<file path="src/rtl/bitmap_shadow.sv">
// Double-buffered 2-bit playfield: the writer edits a work array, and a commit copies it
// to the display array when the reader wraps from the last row to row 0, or on timeout.
module bitmap_shadow #(
  parameter int AREA_ROW     = 32,
  parameter int AREA_COL     = 16,
  parameter int ROW_ADDR_W   = 5,
  parameter int COL_ADDR_W   = 4,
  parameter int SWAP_TIMEOUT = 1_048_576
) (
  input  logic                    clk,
  input  logic                    rstn,
  input  logic                    wr_en,
  input  logic [ROW_ADDR_W-1:0]   wr_row,
  input  logic [COL_ADDR_W-1:0]   wr_col,
  input  logic [1:0]              wr_val,
  input  logic                    clr_en,
  input  logic                    commit,
  input  logic [ROW_ADDR_W-1:0]   chk_row,
  input  logic [COL_ADDR_W-1:0]   chk_col,
  output logic [1:0]              chk_val,
  output logic                    busy,
  output logic                    swap_pulse,
  input  logic [ROW_ADDR_W-1:0]   bitmap_row,
  output logic [AREA_COL*2-1:0]   bitmap_data,
  output logic [1:0]              dbg_state
);

  localparam int TMO_W = (SWAP_TIMEOUT > 1) ? $clog2(SWAP_TIMEOUT) : 1;

  typedef enum logic [1:0] {IDLE = 2'd0, CLEAR = 2'd1, PEND = 2'd2} state_t;
  typedef logic [AREA_COL-1:0][1:0] row_t;

  state_t                state_q, state_d;
  row_t                  work_q [AREA_ROW];
  row_t                  disp_q [AREA_ROW];
  logic [ROW_ADDR_W-1:0] row_d;
  logic [ROW_ADDR_W-1:0] row_cnt_q;
  logic [TMO_W-1:0]      tmo_q;
  logic                  swap_pulse_q;

  logic wr_do, clr_row_do, swap_do;
  logic chk_row_ok, chk_col_ok, wr_row_ok, wr_col_ok, rd_row_ok;
  logic reader_wrap, tmo_done, row_last;
  row_t disp_row;

  // Range checks collapse to constants when the address width exactly covers the array.
  if (AREA_ROW >= (1 << ROW_ADDR_W)) begin : g_row_full
    assign chk_row_ok = 1'b1;
    assign wr_row_ok  = 1'b1;
    assign rd_row_ok  = 1'b1;
  end else begin : g_row_part
    assign chk_row_ok = (chk_row    < ROW_ADDR_W'(AREA_ROW));
    assign wr_row_ok  = (wr_row     < ROW_ADDR_W'(AREA_ROW));
    assign rd_row_ok  = (bitmap_row < ROW_ADDR_W'(AREA_ROW));
  end

  if (AREA_COL >= (1 << COL_ADDR_W)) begin : g_col_full
    assign chk_col_ok = 1'b1;
    assign wr_col_ok  = 1'b1;
  end else begin : g_col_part
    assign chk_col_ok = (chk_col < COL_ADDR_W'(AREA_COL));
    assign wr_col_ok  = (wr_col  < COL_ADDR_W'(AREA_COL));
  end

  assign reader_wrap = (row_d == ROW_ADDR_W'(AREA_ROW - 1)) && (bitmap_row == '0);
  assign tmo_done    = (tmo_q == TMO_W'(SWAP_TIMEOUT - 1));
  assign row_last    = (row_cnt_q == ROW_ADDR_W'(AREA_ROW - 1));

  // Command handshake: wr_en/clr_en/commit are single-cycle requests accepted only while
  // busy is low; while busy is high they are dropped, so the writer must gate on busy.
  always_comb begin
    state_d    = state_q;
    wr_do      = 1'b0;
    clr_row_do = 1'b0;
    swap_do    = 1'b0;
    case (state_q)
      IDLE: begin
        if (clr_en)      state_d = CLEAR;
        else if (commit) state_d = PEND;
        else if (wr_en && wr_row_ok && wr_col_ok) wr_do = 1'b1;
      end
      CLEAR: begin
        clr_row_do = 1'b1;
        if (row_last) state_d = IDLE;
      end
      PEND: begin
        if (reader_wrap || tmo_done) begin
          swap_do = 1'b1;
          state_d = IDLE;
        end
      end
      default: state_d = IDLE;
    endcase
  end

  always_ff @(posedge clk or negedge rstn) begin
    if (!rstn) begin
      state_q      <= IDLE;
      row_d        <= '0;
      row_cnt_q    <= '0;
      tmo_q        <= '0;
      swap_pulse_q <= 1'b0;
    end else begin
      state_q      <= state_d;
      row_d        <= bitmap_row;
      row_cnt_q    <= (state_q == CLEAR && !row_last) ? row_cnt_q + 1'b1 : '0;
      tmo_q        <= (state_q == PEND) ? tmo_q + 1'b1 : '0;
      swap_pulse_q <= swap_do;
    end
  end

  always_ff @(posedge clk or negedge rstn) begin
    if (!rstn) begin
      for (int r = 0; r < AREA_ROW; r++) begin
        work_q[r] <= '0;
        disp_q[r] <= '0;
      end
    end else begin
      if (clr_row_do)  work_q[row_cnt_q] <= '0;
      else if (wr_do)  work_q[wr_row][wr_col] <= wr_val;
      if (swap_do) begin
        for (int r = 0; r < AREA_ROW; r++) disp_q[r] <= work_q[r];
      end
    end
  end

  assign chk_val = (chk_row_ok && chk_col_ok) ? work_q[chk_row][chk_col] : 2'b00;

  // Display row is split into two bit-planes: value[0] in the low half, value[1] in the high.
  always_comb begin
    bitmap_data = '0;
    disp_row    = rd_row_ok ? disp_q[bitmap_row] : '0;
    for (int c = 0; c < AREA_COL; c++) begin
      bitmap_data[c]            = disp_row[c][0];
      bitmap_data[c + AREA_COL] = disp_row[c][1];
    end
  end

  assign busy       = (state_q != IDLE);
  assign swap_pulse = swap_pulse_q;
  assign dbg_state  = state_q;

endmodule

</file>
<file path="config.mk">
export PLATFORM = sky130hd
export DESIGN_NAME = bitmap_shadow
export DESIGN_NICKNAME = d
export VERILOG_FILES = /design/src/rtl/bitmap_shadow.sv
export SDC_FILE = /design/constraint.sdc
export NUM_CORES = 2
export LEC_CHECK = 0
export CAP_MARGIN = 20
export CORE_MARGIN = 2
export CORE_UTILIZATION = 40
export DETAILED_ROUTE_END_ITERATION = 7
export HOLD_SLACK_MARGIN = 0.05
export PLACE_DENSITY = 0.65
export SKIP_LAST_GASP = 1
export SLEW_MARGIN = 20
export SYNTH_ARGS = -nofsm -noshare
export SYNTH_HDL_FRONTEND = slang
export SYNTH_SLANG_ARGS = --single-unit
export TNS_END_PERCENT = 30
</file>
<file path="constraint.sdc">
create_clock -name clk -period 3.7 [get_ports clk]
set_input_delay 0.37 -clock clk [delete_from_list [all_inputs] [get_ports clk]]
set_output_delay 0.37 -clock clk [all_outputs]
set_load 0.03 [all_outputs]
</file>
==> results.ini <==
[cells_and_area]
n_fill_cell = 23200
layout_common_cells = nand2_1 (4798), dfrtp_1 (2081), nand3_1 (1637)
layout-drive-gt1-share_pct = 14.4
final_common_cell = nand2_1
final_cells = 14900
fin_nets = 11400
area_growth_pct = 16.7
final_util_pct = 46.8

[yosys]
yosysSeqAreaShare_pct = 51.8
synth-async-reset-ratio_pct = 100
syn_area_mm2 = 0.101
yosys_warnings = 0
syn_inst = 11300
syn_nets = 11300
synth_edf_count = 0
syn_avg_cell_area_um2 = 8.93
synthDistinctLibCells = 63
synth-seq-cells = 2081
synth_ff_type = dfrtp_1

[routing]
drc_errors = 8
vias = 89000
drt_iter0_markers = 12300
routed_wl_um = 398000
wire_per_inst_um = 26.7
first_pass_iters = 8
viasPerCell = 5.97
drtAntennaViolNets = 0

[critical_path]
worstPathRequired_ns = 3.33
cp_cell_sequence = mux4_2 > o22ai_2 > nor3_2 > or3_4 > a32oi_1 > buf_4 > or4b_4 > buf_12
cp.arrival_ns = 3.75
cpPeakStageDelay_ns = 0.58
crit_slowest_cell = mux4_2
reg2regPathDepth = 10
crit_path_start_kind = register
regToRegSetupSlack_ns = 0.37
end_kind = primary output
cp_max_fo = 3
criticalPathCategory = register to primary output

[sta]
max_slew.worst_pin.slew_ns = 1.13
max_freq_ghz = 0.243
setup_ws_ns = -0.416
hold_violations = 0
fin_crit_ns = 4.12
slew_violations = 0
rsz0062_at_grt = true
fin_crit_sh_pct = 111
finalSetupViolCount = 9
skew_ns = 0.0703
max_slew_margin_pct = 24.8

[floorplan]
die_w_um = 506
die_area_mm2 = 0.256
start_util_pct = 40.1
fp-row-count = 184
core_mm2 = 0.251
die_h_um = 506
io_pins = 68

[grt]
grt_max_degree = 181
first_global_vias = 84900
globalRouteOverflowTotal = 0
antenna_found_initial = 22
grt_usage_pct = 30.8
grt_pass1_wl_um = 584000

[power_and_ir_drop]
powerDensity_mw_per_mm2 = 444
ir_drop_mv = 0.439
leakage_uw = 0.0590

[place]
dp_slack_ns = -0.821
io_buffers = 67
dp_hpwl_um = 276000
place_congestion = 1.06
dp_cells = 14500

[cts]
clk_pin_slew_worst_paths_ns = 0.06
htreeDepth = 4
cts_tree = done
clockBufferDepth = 3
cts_buffers = 217
cts-root-buf = clkbuf_16
clock-sinks = 2081
worst_skew_pair.late_latency_ns = 0.93

[run_status]
status = complete, but fails checks
violations = design-rule violations, negative setup slack

[hold_path]
worstHoldPathCells = 2
hp-class = input port to register

[flow_run]
maxCapViolations = 0

[worst max-delay path, delay by kind of cell, from the launching register on]
kind | cells | cell delay [ns]
AND/OR/NAND/NOR | 3 | 1.07
multiplexers | 1 | 0.58
flip-flops | 1 | 0.43
AO/OA/AOI/OAI | 2 | 0.37
buffers and inverters | 2 | 0.37
[Yosys cell counts, drive strengths merged, types with 7 or more instances]
cell type,number,area [um^2]
nor2b,7,43.8
a211oi,29,218
mux2,43,484
nor4,12,75.1
buf,212,1280
nor3b,8,75.1
and3,11,68.8
nand2,4825,18100
nand2b,14,87.6
o211ai,11,82.6
o221ai,139,1220
a21oi,74,370
xor2,12,105
dfrtp,2081,52100
nand3,1639,8200
and2,14,87.6
nor3,43,215
or3,13,81.3
nand4,8,50.1
or2,10,62.6
inv,11,41.3
a221oi,33,289
clkbuf,709,2660
o21ai,261,1310
mux4,356,8080
mux2i,346,3460
o22ai,58,363
nor2,233,875
[path summary, 6_finish.rpt]
path                                     to     startpoint
min in group asynchronous        work_q[60]           rstn
worst max register to register   work_q[27]   dbg_state[1]
worst min register to register  disp_q[690]    disp_q[690]
worst min-delay path               row_d[4]  bitmap_row[4]
worst max-delay path             chk_val[1]    work_q[919]
max in group asynchronous       disp_q[560]           rstn
[cell families after synthesis]
| kind of cell | after synthesis | share of synthesized area [%] |
|---|---|---|
| simple gates | 6859 | 28.1 |
| buf+inv | 932 | 3.96 |
| mux | 745 | 12.0 |
| flops | 2081 | 51.8 |
| xor+xnor | 17 | 0.148 |
| compound gates | 629 | 4.04 |
| fa+ha+maj | 6 | 0.0746 |
[what timing repair did]
action	4_1_cts	5_1_grt
resized for setup	35	43
cloned	0	1
setup endpoints to repair	5	9
hold buffers	6	0
buffers inserted	0	8
pin swaps	7	11
hold endpoints to repair	964	0
[layout make-up]
class / instances / area, um^2 / area share (%)
Inverter: 11 / 41.3 / 0.0352
Antenna cell: 12 / 30.0 / 0.0256
Tap cell: 3348 / 4190 / 3.57
Multi-Input combinational cell: 8256 / 45300 / 38.6
Clock buffer: 305 / 6270 / 5.34
Sequential cell: 2081 / 52100 / 44.3
Timing Repair Buffer: 793 / 8180 / 6.97
Clock inverter: 96 / 1340 / 1.14
[power breakdown]
group	total, uW	internal [uW]	switching, uW	leakage, uW
clock network	23300	13400	9910	0.00375
logic	4910	1420	3490	0.0271
registers	23900	23300	606	0.0282
[metal layers]
metal	vias up	track usage [%]	routed length [um]
li1	38000	-	-
met1	44400	40.8	154000
met2	5386	45.2	172000
met3	1108	7.94	45100
met4	8	18.6	27400
met5	-	0	64
[sequential cells by signal, indices dropped and copies added, names as in the netlist]
register	count
disp_q	1024
work_q	1024
tmo_q	20
row_cnt_q	5
row_d	5
dbg_state	2
swap_pulse	1
[metrics by stage]
stage / instance area (um^2) / power [uW] / hold WS (ns) / TNS (ns)
finish: 117000 / 52100 / 0.124 / -1.72
global route: 117000 / 53400 / 0.0970 / -1.61
CTS: 117000 / 52100 / 0.0606 / -1.23
detailed placement: 109000 / 29000 / 0.256 / -1.60
global placement: 109000 / 28900 / 0.242 / -1.76
floorplan: 101000 / 26100 / 0.0744 / 0
Power figures use the tool's default switching activity.
